File: src/rtl/ripple_count_monitor.sv
// Clock-domain monitor for an asynchronous 4-bit ripple counter: synchronizes and
// filters the raw count, flags steps/wraps/matches, and checks the sequence is legal.
module ripple_count_monitor #(
  parameter int WRAP_W = 8
) (
  input  logic              clk,
  input  logic              reset,
  input  logic [3:0]        q_in,
  input  logic [3:0]        cmp_val,
  input  logic              clr,
  output logic [3:0]        count,
  output logic              step,
  output logic              wrap,
  output logic              match,
  output logic [WRAP_W-1:0] wrap_cnt,
  output logic              skip_err
);

  logic [3:0] s1_r;
  logic [3:0] s2_r;
  logic [3:0] s3_r;
  logic       update_s;
  logic       wrap_s;
  logic       legal_s;
  logic       match_s;

  // A counter may only advance by one or restart at zero.
  function automatic logic legal_seq(input logic [3:0] old_v, input logic [3:0] new_v);
    legal_seq = (new_v == (old_v + 4'd1)) || (new_v == 4'd0);
  endfunction

  // Update decode: s2 must agree with s3 so a rippling sample never reaches count.
  always_comb begin
    update_s = 1'b0;
    wrap_s   = 1'b0;
    legal_s  = 1'b1;
    match_s  = 1'b0;
    if ((s2_r == s3_r) && (s2_r != count)) begin
      update_s = 1'b1;
      wrap_s   = (count == 4'd15) && (s2_r == 4'd0);
      legal_s  = legal_seq(count, s2_r);
      match_s  = (s2_r == cmp_val);
    end else begin
      update_s = 1'b0;
    end
  end

  // Synchronizer, filtered count, pulses and status registers.
  always_ff @(posedge clk) begin
    if (reset) begin
      s1_r     <= 4'd0;
      s2_r     <= 4'd0;
      s3_r     <= 4'd0;
      count    <= 4'd0;
      step     <= 1'b0;
      wrap     <= 1'b0;
      match    <= 1'b0;
      wrap_cnt <= '0;
      skip_err <= 1'b0;
    end else begin
      s1_r  <= q_in;
      s2_r  <= s1_r;
      s3_r  <= s2_r;
      step  <= update_s;
      wrap  <= wrap_s;
      match <= match_s;
      if (update_s) begin
        count <= s2_r;
      end else begin
        count <= count;
      end
      // clr beats both a saturating increment and an error set on the same edge.
      if (clr) begin
        wrap_cnt <= '0;
        skip_err <= 1'b0;
      end else begin
        if (wrap_s && (wrap_cnt != '1)) begin
          wrap_cnt <= wrap_cnt + WRAP_W'(1);
        end else begin
          wrap_cnt <= wrap_cnt;
        end
        if (update_s && !legal_s) begin
          skip_err <= 1'b1;
        end else begin
          skip_err <= skip_err;
        end
      end
    end
  end

endmodule
File: config.mk
export PLATFORM = sky130hd
export DESIGN_NAME = ripple_count_monitor
export DESIGN_NICKNAME = d
export VERILOG_FILES = /design/src/rtl/ripple_count_monitor.sv
export SDC_FILE = /design/constraint.sdc
export NUM_CORES = 1
export LEC_CHECK = 0
export ABC_AREA = 1
export CORE_UTILIZATION = 51
export DETAILED_ROUTE_END_ITERATION = 7
export PLACE_DENSITY = 0.78
export SYNTH_ARGS = -nofsm -noshare
export SYNTH_HDL_FRONTEND = slang
export SYNTH_SLANG_ARGS = --single-unit
File: constraint.sdc
create_clock -name clk -period 1.8 [get_ports clk]
set_input_delay 0.54 -clock clk [delete_from_list [all_inputs] [get_ports clk]]
set_output_delay 0.54 -clock clk [all_outputs]
set_load 0.05 [all_outputs]
======== Yosys cells after proc, flatten, opt, wreduce, memory -nomap -nowiden ========
Cells that the tools add are included.
word-level totals
  bits in registers ....................... 28
  bits of input ports ..................... 11
  word-level logic and storage cells ...... 30
cells by class
  $add $sub $neg .......................... 2
  equality and inequality tests ........... 6
  multiplexer cells ....................... 3
  bitwise logic cells ..................... 1
  reductions and logical operators ........ 9
operators with widths
  operator                                                        number
  4-bit equality test                                             3
  8-bit by 1-bit adder with 8-bit output (second input constant)  1
  8-bit != test (second input constant)                           1
  4-bit by 1-bit adder with 4-bit output (second input constant)  1
  4-bit equality test (second input constant)                     1
  1-bit logical AND                                               4
  4-bit zero test                                                 1
  4-bit != test                                                   1
  2-bit OR reduction                                              2
  1-bit two-way mux                                               3
  1-bit zero test                                                 1
  1-bit logical OR                                                1
  1-bit NOT                                                       1

======== Depth between registers and ports, before layout ========
Gate-level depths: netlist of the first run.
  depth after elaboration ................. 6
  mapped depth ............................ 12

======== Worst setup path before layout of the first run ========
No wires, ideal clock.
  path type ............................... register to register
  from .................................... reg wrap_cnt[0]
  to ...................................... reg wrap_cnt[4]
  library setup time ...................... 0.113 ns
  arrival time ............................ 1.755 ns
  required time ........................... 1.687 ns
  path slack .............................. -0.068 ns
  cell stages (with the launch flop) ...... 11
  period minus slack after synthesis ...... 1.868 ns
  path through ............................ dfxtp_1 > ha_1 > nand2_1 > nor2_1 > nand4_1 > nand2_2 > inv_2 > nand3_2 > nand2_1 > nand2_1 > nor2_1
on the way
  longest elaborated chain between the ends .. 2
  elaborated cells on any way between the ends .. 3
  those cells by class .................... add/sub: 1; eq/ne: 1; reduce/logical: 1
ends and longest elaborated chain
  what                                                                                            line  text
  from (decl)                                                                                     15    output logic [WRAP_W-1:0] wrap_cnt,
  from (signal assigned)                                                                          78    wrap_cnt <= wrap_cnt + WRAP_W'(1);
  from (signal assigned)                                                                          80    wrap_cnt <= wrap_cnt;
  parallel branches: the longest is 2 deep, another holds 8-bit by 1-bit adder with 8-bit output  -
Several ways; the timed one is not identified.
A chain may end at the register's enable or synchronous reset.

======== Final worst setup path of the first run ========
  from .................................... reg wrap_cnt[0]
  to ...................................... reg wrap_cnt[3]
The elaborated chain is that of the path after synthesis.

==> results of run 1 <==
==> worst reg2reg max path: stages (launching register included) <==
cell,delay [ps]
dfxtp_2,430
ha_1,200
nand2_1,80
nor2_1,160
nand4_1,210
nand2_2,200
inv_2,60
nand3_2,80
nand2_1,60
nand2_1,70
nor2_1,40
==> per-stage QoR <==
step | std cells | total power (µW) | area [µm²]
floorplan | 207 | 1020 | 1450
global placement | 259 | 1150 | 1810
detailed placement | 259 | 1170 | 1810
CTS | 263 | 1490 | 1850
global route | 263 | 1560 | 1850
finish | 263 | 1470 | 1850
==> power by group through the flow <==
| stage | sequential [µW] | clock, µW | combinational (µW) |
|---|---|---|---|
| after floorplan | 784 | 0 | 237 |
| after global placement | 721 | 0 | 433 |
| after detailed placement | 723 | 0 | 450 |
| after CTS | 710 | 326 | 451 |
| after global routing | 716 | 355 | 484 |
| final | 711 | 308 | 451 |
==> worst paths after layout <==
kind | startpoint | to | depth (start not counted)
hold / removal | s1_r[3] | s2_r[3] | 2
setup / recovery | wrap_cnt[0] | wrap_cnt[3] | 10
hold reg to reg | s1_r[3] | s2_r[3] | 2
setup reg to reg | wrap_cnt[0] | wrap_cnt[3] | 10
==> flip-flops by register name (all words and copies together) (netlist names) <==
signal and cells:
wrap_cnt 8, count 4, s1_r 4, s2_r 4, s3_r 4, match 1
skip_err 1, step 1, wrap 1
==> routing by layer <==
metal | vias up | share of wire, % | GRT usage, %
li1 | 684 | - | -
met1 | 617 | 41 | 25.4
met2 | 54 | 49 | 37.7
met3 | 20 | 5.1 | 3.51
met4 | 0 | 5.2 | 17.9
met5 | - | 0 | 0
==> layout by cell type (no fill, tap or decap) <==
master           count
o21ai_1              2
nor3b_1              1
ha_1                 2
nand4_2              1
inv_2                4
nand3b_1             1
dfxtp_2              4
nor4_2               1
clkbuf_4             3
nor2_4               3
buf_12              11
inv_1               27
nand3_1              7
o21ai_0              4
nand2_4              1
dfxtp_1             24
nand2_1             56
nand3_2              2
clkbuf_8             1
a21oi_1              9
clkdlybuf4s50_1     10
nor3_1               2
buf_4                7
xor2_1               4
nand4_1              5
nor2_1              31
xnor2_1              6
nor2_2               1
clkinv_2             1
nand2_2              2
==> area by class of cell <==
type / count / area [µm²]
clock buffer: 4 / 36.3
sequential: 28 / 566
timing repair buffer: 28 / 373
inverter: 32 / 121
fill: 201 / 742
multi-input combinational: 141 / 714
tap: 30 / 37.5
==> cells by family after synthesis <==
| kind of cell | after synthesis | synth area share, % |
|---|---|---|
| fa+ha+maj | 2 | 1.73 |
| compound gates | 15 | 5.18 |
| flops | 28 | 38.7 |
| buf+inv | 38 | 12.0 |
| simple gates | 114 | 36.4 |
| xor+xnor | 10 | 6.04 |
==> summary.txt, run 1 <==
root buffer cell - clkbuf_4
# IOs - 27
P_int - 965 µW
CP Max Fanout - 5
detailed placement HPWL - 2450 µm
RSZ-0062 raised after global routing - false
critical path required time - 2050 ps
WL/cell - 12.1 µm
most common cell in the synthesized netlist - nand2_1
status - completed
vias in the first global route - 1308
GR Overflow Total - 0
Worst Slack Setup Final - 132 ps
clk sinks - 28
total negative slack - 0 ps
Die Y - 55.3 µm
Post-Syn Area per Cell - 7.00 µm²
largest net degree at the start of global routing - 17
H-tree Lvls - 1
Pleak - 0.000830 µW
area of the core - 2590 µm²
Most used DFF post-synth - dfxtp_1
Worst Path Arrival - 1920 ps
sequential power share - 48.4%
FF-to-FF setup slack - 130 ps
Synth cell types - 27
GRT Overall Usage - 22.6%
Layout Nets - 247
Hold Vio Cnt, Final - 0
CTS Buffer Depth - 2
Die X - 55.3 µm
Core Util, Final - 71.4%
Mapped Cells - 207
I/O Buffers - 26
Iteration-0 DRC Markers - 54
Mapped Area - 1450 µm²
Hold WS - 411 ps
ANT nets after route - 0
Startpoint Class - register
die area - 3060 µm²
number of flops mapped to enable cells by yosys - 0
Pins Over Slew Limit - 0
synth warn - 0
Post-synth top cells - 56 x nand2_1, 31 x nor2_1, 28 x dfxtp_1, 27 x inv_1, 9 x a21oi_1
Clk Latency, worst-skew pair - 340 ps
Crit path top cell by count - nand2_1
vias - 1375
Clock transition at path regs - 140 ps
Slew headroom - 66.2%
Synth area leader - dfxtp_1
combinational share of power - 30.7%
DRC Markers - 0
post-CTS sizing - 0
routed via count divided by cell count - 5.23
row cnt - 18
setup fix buffers added after clock tree synthesis - 0
Initial Util - 55.9%
drt pass-1 iters - 4
antenna cells - 0
Place WS - 82.5 ps
CP bufs+invs - 1
cts bufs inserted - 3
Synth-to-Final Area Change - 27.5%
CP max stage delay - 430 ps
Max rail drop VDD - 696 µV
critical path's slowest cell - dfxtp_2
path type of the worst min-delay path - register to register
clk_skew - 3.06 ps
Seq/Total Area, Yosys - 38.7%
layout cells sized above 1 - 18.0%
Seq cells post-synth - 28
Net Sw Frac - 34.4%
CP Class - register to register
clock share of power - 20.9%
synth top area cells - dfxtp_1 39%, nand2_1 15%, nor2_1 8.0%
first-pass GRT wire length - 5380 µm
Async SR Flop Fraction - 0%
delay-heaviest family, CP - simple AND/OR/NAND/NOR gates
PD cells - 796 nW/µm²
fmax - 600 MHz
Cell Chain, Critical Path - ha_1, nand2_1, nor2_1, nand4_1, nand2_2, inv_2, nand3_2, nand2_1, nand2_1, nor2_1
CP endpoint kind - register
cts hold-fix bufs - 0
Period minus WS final - 1670 ps
CTS tree - done
final WL - 3180 µm
part of the cycle the worst path needs - 92.7%
max-cap viol count - 0
Final Setup Violations - 0
Synth top area share - 38.7%
Psw - 505 µW
Post-Syn Nets - 220
GP Congestion - 0.825
Worst-Margin Slew - 505 ps
initial antenna violation count - 0
Note: power is estimated with default switching activity, not from simulation.
==> inputs of run 2 (changes only) <==
- CORE_MARGIN: default -> 2
==> summary.txt, run 2 (synthesis results as in run 1) <==
hold_sp - s1_r[2]
status - completed
GP Congestion - 0.789 (-4.3%)
drt pass-1 iters - 4 (unchanged)
Cell Chain, Critical Path - ha_1, nand2_1, nor2_1, nand4_1, nand2_2, inv_2, nand3_2, nand2_1, nand2_1, nor2_1
Endpoint, Worst Hold - s2_r[2]
Iteration-0 DRC Markers - 33 (-39%)
Max rail drop VDD - 617 µV (-11%)
CTS tree - done
H-tree Lvls - 1 (unchanged)
Clk Latency, worst-skew pair - 320 ps (-20 ps)
antenna cells - 0 (unchanged)
path type of the worst min-delay path - register to register
fmax - 623 MHz (+3.8%)
Worst-Margin Slew - 442 ps (-63.0 ps)
root buffer cell - clkbuf_4
CP Class - register to register
Layout Nets - 247 (unchanged)
Slew headroom - 70.4% (+4.2 points)
DRC Markers - 0 (unchanged)
delay-heaviest family, CP - simple AND/OR/NAND/NOR gates
first-pass GRT wire length - 4970 µm (-7.7%)
cts bufs inserted - 3 (unchanged)
detailed placement HPWL - 2180 µm (-11%)
WL/cell - 10.7 µm (-11%)
area of the core - 2730 µm² (+5.6%)
GR Overflow Total - 0 (unchanged)
layout cells sized above 1 - 18.0% (unchanged)
Synth-to-Final Area Change - 29.6%
Fill cells - 240 (+19%)
Pwr Total - 1570 µW (+6.5%)
routed via count divided by cell count - 4.86 (-7.0%)
largest net degree at the start of global routing - 17 (unchanged)
CP max stage delay - 430 ps (about the same)
CTS Buffer Depth - 2 (unchanged)
clk_skew - 3.06 ps (+0.00369 ps)
hold path depth - 2 (unchanged)
R2R Path End - wrap_cnt[3]
PD cells - 834 nW/µm² (+4.8%)
max-cap viol count - 0 (unchanged)
Startpoint Class - register
Largest register FFs - 8 (unchanged)
ANT nets after route - 0 (unchanged)
Most flops, register - wrap_cnt
GRT Overall Usage - 19.2% (-3.3 points)
critical path's slowest cell - dfxtp_2
Clock transition at path regs - 150 ps (about the same)
Initial Util - 53.0% (-2.9 points)
Period minus WS final - 1610 ps (-61.7 ps)
row cnt - 19 (+1)
post-CTS sizing - 0 (unchanged)
Crit path top cell by count - nand2_1
clk sinks - 28 (unchanged)
Hold Vio Cnt, Final - 0 (unchanged)
Pins Over Slew Limit - 0 (unchanged)
critical path required time - 2050 ps (about the same)
Die Y - 57.3 µm (+3.6%)
Multi-input gate area - 714 µm² (unchanged)
CP bufs+invs - 1 (unchanged)
Core Util, Final - 68.7% (-2.7 points)
R2R cell count - 10 (unchanged)
Pleak - 0.000839 µW (+1.2%)
initial antenna violation count - 0 (unchanged)
most frequent cells in the layout - 56 x nand2_1, 31 x nor2_1, 27 x inv_1
CP endpoint kind - register
vias - 1283 (-6.7%)
vias in the first global route - 1118 (-15%)
CP Max Fanout - 5 (unchanged)
die area - 3280 µm² (+7.4%)
# IOs - 27 (unchanged)
cts hold-fix bufs - 0 (unchanged)
Final Setup Violations - 0 (unchanged)
register area - 566 µm² (unchanged)
Worst Path Arrival - 1850 ps (-70 ps)
final WL - 2820 µm (-11%)
commonest non-fill, non-tap cell in the layout - nand2_1
part of the cycle the worst path needs - 89.2% (-3.4 points)
Die X - 57.3 µm (+3.6%)
total negative slack - 0 ps (unchanged)
RSZ-0062 raised after global routing - false
setup fix buffers added after clock tree synthesis - 0 (unchanged)
I/O Buffers - 26 (unchanged)
reg2reg start - wrap_cnt[0]
FF-to-FF setup slack - 190 ps (+60 ps)
[run 2: cell types whose count changed in the layout (fill, tap and decap cells not counted), sizes merged]
cell / before / now
clkbuf: 4 / 3
bufinv: 0 / 1
[run 2: layout make-up]
| cell class | instances | area share [%] |
|---|---|---|
| clock buffers | 3 | 1.20 |
| inverters | 32 | 6.46 |
| flip-flops and latches | 28 | 30.1 |
| clock inverters | 1 | 1.60 |
| repair buffers | 28 | 20.5 |
| multi-input cells | 141 | 38.0 |
| well taps | 31 | 2.07 |
[run 2: worst max-delay path by stage]
stage / start / endpoint / slack [ps] / cells past startpoint
after detailed placement: reset / wrap_cnt[7] / 70 / 4
after global placement: reset / wrap_cnt[2] / 120 / 4
after global routing: wrap_cnt[0] / wrap_cnt[4] / 20 / 10
after CTS: wrap_cnt[0] / wrap_cnt[3] / 190 / 10
after floorplan: wrap_cnt[2] / wrap_cnt[4] / 140 / 9
final: wrap_cnt[0] / wrap_cnt[3] / 190 / 10
[run 2: where the power goes]
| part | total (µW) | switching (µW) | internal, µW | leakage, µW |
|---|---|---|---|---|
| clock network | 413 | 188 | 225 | 0.0000279 |
| logic | 442 | 259 | 183 | 0.000581 |
| registers | 711 | 53.3 | 657 | 0.000230 |
| total | 1570 | 500 | 1070 | 0.000839 |
[run 2: through the flow]
step / area [µm²] / hold slack (ps) / std cells / setup slack, ps
after floorplan: 1450 / 388 / 207 / 137
after global placement: 1830 / 389 / 260 / 120
after detailed placement: 1830 / 396 / 260 / 68.0
after CTS: 1880 / 415 / 264 / 191
after global routing: 1880 / 425 / 264 / 16.2
final: 1880 / 414 / 264 / 194
[run 2: tightest hold or removal path, delay by kind of cell, from the launching register on]
kind	cells	cell delay, ps
buffers and inverters	1	40
AND/OR/NAND/NOR	1	30
flip-flops	1	330
[run 2: routing by layer]
metal / up-vias / track usage (%) / routed length, µm
li1: 685 / - / -
met1: 570 / 28.2 / 1460
met2: 26 / 28.7 / 1250
met3: 2 / 2.04 / 82
met4: 0 / 8.31 / 27
met5: - / 0 / 0
